`config.mk`:
```
export PLATFORM = sky130hd
export DESIGN_NAME = sw_debounce
export DESIGN_NICKNAME = d
export VERILOG_FILES = /design/src/rtl/sw_debounce.sv
export SDC_FILE = /design/constraint.sdc
export NUM_CORES = 1
export LEC_CHECK = 0
export ABC_CLOCK_PERIOD_IN_PS = 15300
export CORE_MARGIN = 3
export CORE_UTILIZATION = 50
export CTS_BUF_LIST = sky130_fd_sc_hd__clkbuf_8
export DETAILED_ROUTE_END_ITERATION = 7
export HOLD_SLACK_MARGIN = 0.03
export MAX_ROUTING_LAYER = met4
export PLACE_DENSITY = 0.67
export SLEW_MARGIN = 30
export SYNTH_ARGS = -nofsm -noshare
export SYNTH_HDL_FRONTEND = slang
export SYNTH_SLANG_ARGS = --single-unit
```
`constraint.sdc`:
```
create_clock -name CLK -period 15.3 [get_ports CLK]
set_clock_uncertainty 0.15 [all_clocks]
set_input_delay 3.06 -clock CLK [delete_from_list [all_inputs] [get_ports CLK]]
set_output_delay 3.06 -clock CLK [all_outputs]
set_load 0.01 [all_outputs]
```
`src/rtl/sw_debounce.sv`:
```
// -----------------------------------------------------------------------------
// sw_debounce
//
// Input conditioner for the board slide switches and push buttons. Each raw
// asynchronous input bit is passed through a two-flop synchronizer and then
// debounced by its own stability counter. A new level is accepted only after
// the synchronized input has differed from the current debounced level for
// STABLE_CYCLES consecutive clocks. The block reports that change as a
// one-cycle rise or fall strobe.
//
// Ports:
//   CLK      system clock, all state changes on the rising edge
//   RST      asynchronous active-high reset
//   sw_in    [WIDTH]  raw asynchronous switch/button levels
//   sw_out   [WIDTH]  debounced level (registered)
//   rise     [WIDTH]  one-cycle strobe when sw_out[i] goes 0->1
//   fall     [WIDTH]  one-cycle strobe when sw_out[i] goes 1->0
//   changed  [1]      registered OR of all rise/fall bits, same cycle as strobes
// -----------------------------------------------------------------------------
module sw_debounce #(
    parameter int WIDTH         = 16,
    parameter int STABLE_CYCLES = 1000000
) (
    input  logic             CLK,
    input  logic             RST,
    input  logic [WIDTH-1:0] sw_in,
    output logic [WIDTH-1:0] sw_out,
    output logic [WIDTH-1:0] rise,
    output logic [WIDTH-1:0] fall,
    output logic             changed
);

    // The counter only has to reach STABLE_CYCLES-1, so clog2 is enough.
    // Keep at least one bit so the STABLE_CYCLES=1 build still elaborates.
    localparam int CNT_W = (STABLE_CYCLES > 1) ? $clog2(STABLE_CYCLES) : 1;
    localparam logic [CNT_W-1:0] CNT_MAX = CNT_W'(STABLE_CYCLES - 1);

    logic [WIDTH-1:0] sync1_reg;
    logic [WIDTH-1:0] sync2_reg;
    logic [WIDTH-1:0] rise_next;
    logic [WIDTH-1:0] fall_next;
    logic             changed_reg;

    // Two-flop synchronizer. Nothing else reads sw_in.
    always_ff @(posedge CLK or posedge RST) begin
        if (RST) begin
            sync1_reg <= '0;
            sync2_reg <= '0;
        end else begin
            sync1_reg <= sw_in;
            sync2_reg <= sync1_reg;
        end
    end

    genvar gi;
    generate
        for (gi = 0; gi < WIDTH; gi++) begin : g_bit
            logic [CNT_W-1:0] cnt_reg;
            logic [CNT_W-1:0] cnt_next;
            logic             out_reg;
            logic             out_next;
            logic             rise_reg;
            logic             fall_reg;
            logic             rise_bit_next;
            logic             fall_bit_next;

            // Each bit is a two-state FSM: it is STABLE when sync2 matches
            // out, and SETTLING otherwise. The counter measures how long the
            // bit has been SETTLING. Any return to the accepted level throws
            // away the progress. This rejects glitches shorter than the window.
            always_comb begin
                cnt_next      = cnt_reg;
                out_next      = out_reg;
                rise_bit_next = 1'b0;
                fall_bit_next = 1'b0;
                if (sync2_reg[gi] == out_reg) begin
                    cnt_next = '0;
                end else if (cnt_reg == CNT_MAX) begin
                    out_next      = sync2_reg[gi];
                    cnt_next      = '0;
                    rise_bit_next = sync2_reg[gi];
                    fall_bit_next = ~sync2_reg[gi];
                end else begin
                    cnt_next = cnt_reg + CNT_W'(1);
                end
            end

            always_ff @(posedge CLK or posedge RST) begin
                if (RST) begin
                    cnt_reg  <= '0;
                    out_reg  <= 1'b0;
                    rise_reg <= 1'b0;
                    fall_reg <= 1'b0;
                end else begin
                    cnt_reg  <= cnt_next;
                    out_reg  <= out_next;
                    rise_reg <= rise_bit_next;
                    fall_reg <= fall_bit_next;
                end
            end

            assign rise_next[gi] = rise_bit_next;
            assign fall_next[gi] = fall_bit_next;
            assign sw_out[gi]    = out_reg;
            assign rise[gi]      = rise_reg;
            assign fall[gi]      = fall_reg;
        end
    endgenerate

    // changed is built from the next-state strobes. That way it is
    // registered in the same cycle as the strobes instead of one cycle later.
    always_ff @(posedge CLK or posedge RST) begin
        if (RST) begin
            changed_reg <= 1'b0;
        end else begin
            changed_reg <= |(rise_next | fall_next);
        end
    end

    assign changed = changed_reg;

endmodule
```
==> metrics.md, run 1 <==
| Metric | Value |
|---|---|
| Syn_nets | `about 1.8k` |
| Crit path max fanout | `around 120` |
| Synth top area share | `0.5534` |
| Final ANT Viol Nets | `0` |
| Clock buffer count from CTS | `roughly 70` |
| Grt ovf | `0` |
| Core ar. | `between 30000 and 40000 um^2` |
| Status | `finished, final reports clean` |
| Number of synthesized flops with an enable pin | `0` |
| Total setup buffers inserted after CTS | `0` |
| Antenna Cells | `0` |
| RSZ-0062 raised after global routing | `false` |
| Kind of critical path | `in -> async` |
| Initial drt markers | `about 600` |
| Mean Syn Cell Area | `~10 um^2` |
| Largest cells by area after synthesis | `dfrtp_1 (55%), xor2_1 (8.8%), nor2_1 (7.5%)` |
| Max Root-Sink Buffers | `3` |
| Pin count of the biggest net entering global routing | `between 100 and 150` |
| Max FFs per register | `320` |
| Row cnt | `69` |
| Worst Path Required | `15800 ps` |
| Slew @ Worst Pin | `911.8 ps` |
| Final hold vios | `0` |
| Initial antenna violation count | `0` |
| TritonCTS clock tree | `done` |
| CTS clk-pin slew, worst paths | `~60 ps` |
| First-pass GRT wire length | `54720 um` |
| Gr usage total | `0.1715` |
| Slew HR | `0.3865` |
| Synthesized netlist cell count | `roughly 1.7k` |
| Worst min path class | `reg -> reg` |
| Cell Area, Synth | `approximately 18000 um^2` |
| Yosys warning count | `0` |
| Nets@finish | `roughly 1.8k` |
| Via/cell ratio | `5.150` |
| Detailed Routing Iterations Pass 1 | `4` |
| Vias in the first global route | `about 12k` |
| CP startpoint kind | `input port` |
| Share of cells above drive strength 1 | `0.07054` |
| Async set-reset flop share out of synthesis | `1.000` |
| Vias | `around 12k` |
| Cell Count, Final, Fillers Out | `2304` |
| Clk Latency, worst-skew pair | `roughly 600 ps` |
| IO Port Bufs | `66` |
| List of most frequent post-synthesis cells | `dfrtp_1 (401), nor2_1 (361), xor2_1 (183), nand3_1 (138), xnor2_1 (120)` |
| Synth Flop Type | `dfrtp_1` |
| Part of the cycle the worst path needs | `0.3323` |
| R2r setup slk | `about 13000 ps` |
| Final setup violation count | `0` |
| Cts repair resizes | `0` |
| Crit path time final | `about 5100 ps` |
| Leak | `0.008981 uW` |
| Placed cells | `approximately 2.2k` |
| Setup TNS | `0 ps` |
| Synth cell types | `41` |
| H-tree lvl count | `3` |
| Area growth syn-to-layout | `12.28%` |
| Area of the die | `a little under 40000 um^2` |
| Final HPWL DP | `20100 um` |
| Placed Area | `roughly 19000 um^2` |
| Seq/Total Area, Yosys | `0.5534` |
| Maxcap violations | `0` |
| Pwr Density | `about 110 nW/um^2` |
| Final GP Congestion | `approximately 0.82` |
| Critical Path Sink Type | `asynchronous set/reset pin` |
| FILL cells | `a little over 3k` |
| Fmax | `196.7 MHz` |
| Most frequent cell after synthesis | `dfrtp_1` |
| Sink Count | `roughly 400` |
| #FFs+latches synth | `between 400 and 500` |
| Die Ht | `between 150 and 200 um` |
| CTS Root Cell | `clkbuf_8` |
| Avg WL per Cell | `~14 um` |
| Slew Viols, Final | `0` |
| Io pins | `67` |
| DRC viols | `0` |
| Maximum vdd ir drop | `0.00006275 V` |
| WP data arrival | `between 5000 and 6000 ps` |
| Die W | `196.4 um` |
| Post-route cell area | `between 20000 and 25000 um^2` |
| Total wire length | `between 30000 and 40000 um` |
| Hold_buf cts | `0` |
| Initial Util | `0.5086` |
| Synth area leader | `dfrtp_1` |
## metrics by stage
step                total power, uW  hold WS [ps]    util  setup slack [ps]
floorplan                      1151         181.2       -             937.2
global placement               1169         182.1  0.5298              8966
detailed placement             1172         186.5  0.5306              9234
CTS                            2190         203.0  0.5705              9856
global route                   2246         204.8  0.5710              9907
finish                         2152         200.9  0.5710             10220
## final timing paths
path                                       from             endpoint  depth (start not counted)
max in group CLK               g_bit[9].out_reg            sw_out[9]                          1
setup reg to reg           g_bit[10].cnt_reg[0]              changed                          7
setup / recovery                            RST     g_bit[2].out_reg                          4
hold / removal                     sync1_reg[0]         sync2_reg[0]                          0
hold reg to reg                    sync1_reg[0]         sync2_reg[0]                          0
min in group asynchronous                   RST  g_bit[7].cnt_reg[6]                          2
## cells by family after synthesis
family,after synthesis,synth area share
and+or+nand+nor,883,0.2406
DFF,401,0.5534
xor gates and xnor gates,303,0.1463
buffers and inverters,107,0.03367
muxes,16,0.009936
adders and majority gates,16,0.01104
AOI/OAI and AO/OA,15,0.005037
## power breakdown
part	total [uW]	internal (uW)	switching [uW]	leakage [uW]
logic	61.0	18.1	42.9	0.00271
registers	1090	1080	13.9	0.00549
clock network	1000	585	416	0.000784
## critical path, stage by stage
cell,delay [ps]
clkdlybuf4s50_1,490
inv_8,570
buf_6,620
buf_4,660
## cell type report
| class | instances | area [um^2] | area share |
|---|---|---|---|
| Timing Repair Buffer | 71 | 725.7 | 0.03564 |
| Clock buffer | 82 | 1129 | 0.05543 |
| Sequential cell | 401 | 10030 | 0.4928 |
| Clock inverter | 31 | 292.8 | 0.01438 |
| Tap cell | 461 | 576.8 | 0.02833 |
| Multi-Input combinational cell | 1233 | 7501 | 0.3684 |
| Inverter | 25 | 101.3 | 0.004978 |
## cell usage in the layout, fill, tap and decap left out, types with 3 or more instances in the layout
| master | count |
|---|---|
| nand3_1 | 138 |
| clkdlybuf4s50_1 | 66 |
| dfrtp_1 | 401 |
| inv_1 | 37 |
| xnor2_1 | 120 |
| o21ai_0 | 4 |
| bufinv_16 | 6 |
| ha_1 | 16 |
| clkinv_2 | 9 |
| nor2_1 | 361 |
| mux2_2 | 16 |
| nand2b_1 | 10 |
| and3_1 | 65 |
| nor4_1 | 14 |
| clkbuf_8 | 82 |
| or3_1 | 7 |
| nand4b_1 | 5 |
| o22ai_1 | 4 |
| nor4bb_1 | 3 |
| and4_1 | 16 |
| nand4_1 | 52 |
| or4_1 | 3 |
| xor2_1 | 183 |
| a21oi_1 | 4 |
| nor3_1 | 26 |
| nor4b_1 | 20 |
| and2_1 | 6 |
| nor3b_1 | 32 |
| nor2b_1 | 7 |
| nand2_1 | 103 |
| nand3b_1 | 5 |
## layer usage
layer,track usage,vias to the layer above,part of all wire
met4,0.06073,0,0.025
li1,-,5893,-
met3,0.03214,64,0.034
met5,-,-,0
met2,0.2677,145,0.46
met1,0.2274,5763,0.48
(Power assumes the default switching activity.)
==> inputs of run 2 (changes only) <==
--- a/config.mk
+++ b/config.mk
@@ -5,14 +5,14 @@
 export SDC_FILE = /design/constraint.sdc
 export NUM_CORES = 1
 export LEC_CHECK = 0
-export ABC_CLOCK_PERIOD_IN_PS = 15300
+export ABC_CLOCK_PERIOD_IN_PS = 4540
 export CORE_MARGIN = 3
 export CORE_UTILIZATION = 50
 export CTS_BUF_LIST = sky130_fd_sc_hd__clkbuf_8
 export DETAILED_ROUTE_END_ITERATION = 7
 export HOLD_SLACK_MARGIN = 0.03
 export MAX_ROUTING_LAYER = met4
-export PLACE_DENSITY = 0.67
+export PLACE_DENSITY = 0.7
 export SLEW_MARGIN = 30
 export SYNTH_ARGS = -nofsm -noshare
 export SYNTH_HDL_FRONTEND = slang
==> constraint.sdc (replaced) <==
create_clock -name CLK -period 4.54 [get_ports CLK]
set_clock_uncertainty 0.15 [all_clocks]
set_input_delay 0.908 -clock CLK [delete_from_list [all_inputs] [get_ports CLK]]
set_output_delay 0.908 -clock CLK [all_outputs]
set_load 0.01 [all_outputs]
==> run 2 against run 1 <==
Global-route usage grew 0.25 points; cell count grew 0.43%; sequential share of layout area shrank 0.082 points; non-clock buffer count shrank 1.
==> metrics.md, run 2 (synthesis gave the netlist of run 1 again) <==
| Metric | Value |
|---|---|
| Most common cell after layout, fill and taps aside | `dfrtp_1` |
| Initial antenna violation count | `0` |
| Die Ht | `slightly below 200 um` |
| Pwr Density | `about 350 nW/um^2` |
| Leak | `approximately 0.009 uW` |
| H-tree lvl count | `3` |
| Part of the cycle the worst path needs | `0.5927` |
| Crit-path max cell delay | `about 610 ps` |
| CTS clk-pin slew, worst paths | `60 ps` |
| Clk Latency, worst-skew pair | `about 570 ps` |
| DRC viols | `0` |
| Total wire length | `around 32000 um` |
| Initial drt markers | `between 600 and 700` |
| Antenna Cells | `0` |
| Worst Path Required | `around 3500 ps` |
| Worst min path class | `reg -> reg` |
| Placed cells | `approximately 2.2k` |
| CTS Root Cell | `clkbuf_8` |
| Status | `finished, final reports clean` |
| Worst-path cell chain | `clkdlybuf4s50_1` |
| Hold WS | `roughly 190 ps` |
| Slew HR | `0.4094` |
| Cts repair resizes | `0` |
| Grt ovf | `0` |
| Final HPWL DP | `20480 um` |
| RSZ-0062 raised after global routing | `false` |
| Crit path time final | `2691 ps` |
| Maxcap violations | `0` |
| Gr usage total | `0.1741` |
| Cell Count, Final, Fillers Out | `between 2k and 2.5k` |
| Crit path max fanout | `6` |
| Sink Count | `about 400` |
| Final ANT Viol Nets | `0` |
| Final core utilization | `0.5720` |
| Fmax | `371.6 MHz` |
| Max Root-Sink Buffers | `3` |
| Hold_buf cts | `0` |
| Crit path buffers/inverters | `1` |
| Slew @ Worst Pin | `877.8 ps` |
| Core ar. | `between 30000 and 40000 um^2` |
| Vias | `~12k` |
| Max FFs per register | `320` |
| WP data arrival | `around 1600 ps` |
| Worst R2R Start | `g_bit[10].cnt_reg[0]` |
| Placed Area | `18930 um^2` |
| Area growth syn-to-layout | `12.47%` |
| Vias in the first global route | `approximately 12k` |
| Kind of critical path | `reg -> out` |
| Detailed Routing Iterations Pass 1 | `7` |
| Share of cells above drive strength 1 | `0.07393` |
| Io pins | `between 60 and 70` |
| Area of the die | `roughly 39000 um^2` |
| Post-route cell area | `between 20000 and 25000 um^2` |
| Total setup buffers inserted after CTS | `0` |
| Maximum vdd ir drop | `approximately 0.00022 V` |
| Die W | `196.4 um` |
| CP startpoint kind | `register` |
| Row cnt | `69` |
| Crit-path slowest cell | `clkdlybuf4s50_1` |
| Avg WL per Cell | `roughly 14 um` |
| TritonCTS clock tree | `done` |
| Crit path launch | `g_bit[1].out_reg` |
| Initial Util | `0.5086` |
| Final GP Congestion | `~0.83` |
| Clock buffer count from CTS | `a little under 70` |
| Worst Min Path Start | `sync1_reg[11]` |
| Pin count of the biggest net entering global routing | `roughly 140` |
| Most frequent cells in the layout | `dfrtp_1 (401), nor2_1 (361), xor2_1 (183)` |
| CP top delay family | `buffers and inverters` |
| First-pass GRT wire length | `~56000 um` |
| IO Port Bufs | `66` |
| Final hold vios | `0` |
| Nets@finish | `roughly 1.8k` |
| Setup TNS | `0 ps` |
| Via/cell ratio | `between 5 and 6` |
| Slew Viols, Final | `0` |
| Critical Path Sink Type | `output port` |
| Final setup violation count | `0` |
==> run 2: changes by cell type in the layout (fill, tap and decap cells not counted), moves of 2 or more <==
| cell | delta |
|---|---|
| buf_12 | +3 |
| buf_6 | -2 |
| bufinv_16 | -4 |
| clkbuf_8 | +8 |
| clkinvlp_4 | +3 |
| inv_1 | +4 |
==> run 2: final cells by class <==
cell class              instances  area, um^2
fillers                      3067       15260
clock inverters                34       211.5
multi-input cells            1233        7507
well taps                     461       576.8
clock buffers                  90        1239
inverters                      25       97.59
flip-flops and latches        401       10030
repair buffers                 70       728.2
==> run 2: path summary, 6_finish.rpt <==
kind                                        end  slack, ps  cells after the start
min                               sync2_reg[11]        190                      0
min reg2reg                       sync2_reg[11]        190                      0
max                                   sw_out[1]       1850                      1
max reg2reg                             changed       1910                      7
max in group asynchronous  g_bit[15].cnt_reg[9]       2760                      3
min in group asynchronous          sync1_reg[2]        720                      3
==> run 2: routing by layer <==
metal,GRT usage,vias up,part of all wire
li1,-,5894,-
met3,0.03829,57,0.041
met1,0.2395,5837,0.49
met5,-,-,0
met2,0.2623,186,0.45
met4,0.05202,0,0.021
==> run 2: report_power, final <==
part	total [uW]	leakage, uW	switching (uW)	internal (uW)
Combinational	207	0.00270	145	62.2
Sequential	3670	0.00549	46.1	3630
Clock	3320	0.000812	1420	1890
==> run 2: per-stage QoR <==
| stage | power, uW | worst slack [ps] |
|---|---|---|
| floorplan | 3881 | -1918 |
| global placement | 3941 | 2034 |
| detailed placement | 3948 | 1949 |
| finish | 7196 | 1849 |
| CTS | 7334 | 1782 |
| global route | 7543 | 1752 |
==> inputs of run 3 (changes only) <==
--- a/config.mk
+++ b/config.mk
@@ -5,14 +5,14 @@
 export SDC_FILE = /design/constraint.sdc
 export NUM_CORES = 1
 export LEC_CHECK = 0
-export ABC_CLOCK_PERIOD_IN_PS = 4540
+export ABC_CLOCK_PERIOD_IN_PS = 2500
 export CORE_MARGIN = 3
 export CORE_UTILIZATION = 50
 export CTS_BUF_LIST = sky130_fd_sc_hd__clkbuf_8
 export DETAILED_ROUTE_END_ITERATION = 7
 export HOLD_SLACK_MARGIN = 0.03
 export MAX_ROUTING_LAYER = met4
-export PLACE_DENSITY = 0.7
+export PLACE_DENSITY = 0.67
 export SLEW_MARGIN = 30
 export SYNTH_ARGS = -nofsm -noshare
 export SYNTH_HDL_FRONTEND = slang
==> constraint.sdc (replaced) <==
create_clock -name CLK -period 2.5 [get_ports CLK]
set_clock_uncertainty 0.15 [all_clocks]
set_input_delay 0.5 -clock CLK [delete_from_list [all_inputs] [get_ports CLK]]
set_output_delay 0.5 -clock CLK [all_outputs]
set_load 0.01 [all_outputs]
==> run 3 against run 2 <==
Die area unchanged; total power increased by 80%; sequential cell count unchanged; sequential share of layout area decreased by 0.85 points; register-to-register slack got worse by 1800 ps; critical path depth increased by 6; via count increased by 0.99%; setup slack got worse by 1800 ps; global-route usage increased by 0.63 points; critical endpoint is now changed; largest power group unchanged.
==> metrics.md, run 3 (synthesis gave the netlist of run 1 again) <==
| Metric | Value |
|---|---|
| Status | `finished, final reports clean` |
| Final Power | `~13000 uW` |
| Total wire length | `32500 um` |
| Slew @ Worst Pin | `702.6 ps` |
| WP data arrival | `~2700 ps` |
| Crit-path max cell delay | `approximately 460 ps` |
| Gr usage total | `0.1804` |
| Vias | `12.09k` |
| Slew HR | `0.5280` |
| Initial Util | `0.5086` |
| Most frequent cells in the layout | `dfrtp_1 (401), nor2_1 (361), xor2_1 (183)` |
| Clock buffer count from CTS | `69` |
| Detailed Routing Iterations Pass 1 | `4` |
| Maximum vdd ir drop | `0.0004251 V` |
| IO Port Bufs | `66` |
| Met2 usage | `0.2791` |
| CP startpoint kind | `register` |
| Worst min path class | `in -> reg` |
| Hold path endpoint | `sync1_reg[12]` |
| Pwr Density | `624.2 nW/um^2` |
| Clk Latency, worst-skew pair | `about 600 ps` |
| Final hold vios | `0` |
| Crit path max fanout | `5` |
| Die Ht | `196.4 um` |
| Crit-path slowest cell | `or4_4` |
| Fmax | `about 420 MHz` |
| Share of cells above drive strength 1 | `0.09721` |
| Io pins | `67` |
| Max FFs per register | `320` |
| Grt ovf | `0` |
| Total setup buffers inserted after CTS | `0` |
| Setup WS pre-CTS | `about 22 ps` |
| WHS Path Cells | `1` |
| First-pass GRT wire length | `roughly 58000 um` |
| Max Root-Sink Buffers | `3` |
| Worst Setup Slack, final | `about 95 ps` |
| CTS clk-pin slew, worst paths | `~60 ps` |
| Reg-to-reg endpoint | `changed` |
| Met3 Use GR | `0.03573` |
| Initial antenna violation count | `0` |
| Final ANT Viol Nets | `0` |
| Die W | `about 200 um` |
| Sink Count | `401` |
| Slew Viols, Final | `0` |
| Via/cell ratio | `around 5.1` |
| Worst Path Required | `2800 ps` |
| Vias in the first global route | `12.50k` |
| Area growth syn-to-layout | `14.44%` |
| Top Usage Layer GRT | `met2` |
| Crit path time final | `2405 ps` |
| TritonCTS clock tree | `done` |
| Worst R2R Start | `g_bit[15].cnt_reg[0]` |
| Antenna Cells | `0` |
| Core ar. | `about 36000 um^2` |
| Maxcap violations | `0` |
| Leak | `between 0.009 and 0.01 uW` |
| Most common cell after layout, fill and taps aside | `dfrtp_1` |
| Initial drt markers | `approximately 570` |
| Row cnt | `just under 70` |
| Avg WL per Cell | `13.75 um` |
| RSZ-0062 raised after global routing | `false` |
| Worst-path cell chain | `ha_2 -> and3_1 -> and3_2 -> nand4_1 -> o22ai_1 -> or4_4 -> or4_1` |
| Final setup violation count | `0` |
| Area of the die | `38590 um^2` |
| H-tree lvl count | `3` |
| Final GP Congestion | `0.8112` |
| Final core utilization | `0.5820` |
| Part of the cycle the worst path needs | `0.9618` |
| Pin count of the biggest net entering global routing | `66` |
| Hold WS | `~190 ps` |
| Met1 usage | `0.2390` |
| R2r setup slk | `100 ps` |
| Kind of critical path | `reg -> reg` |
| Final HPWL DP | `roughly 22000 um` |
| Nets@finish | `between 1.5k and 2k` |
| CTS Root Cell | `clkbuf_8` |
| Setup TNS | `0 ps` |
| Worst reg-to-reg path cell count | `7` |
| DRC viols | `0` |
| Worst Min Path Start | `sw_in[12]` |
| Critical Path Sink Type | `register` |
[run 3: changes by cell type in the layout (fill, tap and decap cells not counted), sizes merged]
cell / previous run / this run
clkbuf: 90 / 87
clkinvlp: 5 / 7
bufinv: 2 / 1
inv: 43 / 45
buf: 4 / 52
clkinv: 9 / 11
[run 3: routing by layer]
layer / share of wire / vias to the layer above / routed length, um
met4: 0.025 / 0 / 808
li1: - / 6000 / -
met5: 0 / - / 0
met2: 0.47 / 183 / 15130
met1: 0.47 / 5839 / 15330
met3: 0.038 / 70 / 1239
[run 3: final cells by class]
cell class,instances,area [um^2]
inverters,25,97.59
repair buffers,118,1139
multi-input cells,1233,7498
flip-flops and latches,401,10030
clock buffers,87,1197
well taps,461,576.8
clock inverters,39,209.0
fillers,3086,14900
[run 3: worst max path at each step]
stage	endpoint	from	slack (ps)	depth (start not counted)
finish	changed	g_bit[15].cnt_reg[0]	100	7
global route	changed	g_bit[10].cnt_reg[1]	0.5	7
CTS	changed	g_bit[15].cnt_reg[0]	10	7
detailed placement	changed	g_bit[15].cnt_reg[0]	20	7
global placement	changed	g_bit[10].cnt_reg[1]	80	7
floorplan	changed	RST	-3550	1
[run 3: worst max-delay path, delay by kind of cell, from the launching register on]
kind,cells,cell delay [ps]
simple gates,5,1400
flops,1,410
fa+ha+maj,1,200
compound gates,1,100
[run 3: metrics by stage]
step,cell area [um^2],cells
after floorplan,18140,1741
after global placement,19340,2238
after detailed placement,19340,2238
after CTS,20740,2364
after global routing,20750,2364
final,20750,2364
[run 3: what timing repair did]
| action | in CTS | in global routing |
|---|---|---|
| resized for setup | 0 | 4 |
| hold buffers | 0 | 0 |
| setup endpoints to repair | 0 | 1 |
[run 3: where the power goes]
group          internal, uW  leakage, uW  switching (uW)
Sequential             6580      0.00549            84.2
Combinational           153      0.00294             279
Clock                  3250     0.000795            2600
Total                  9990      0.00923            2970
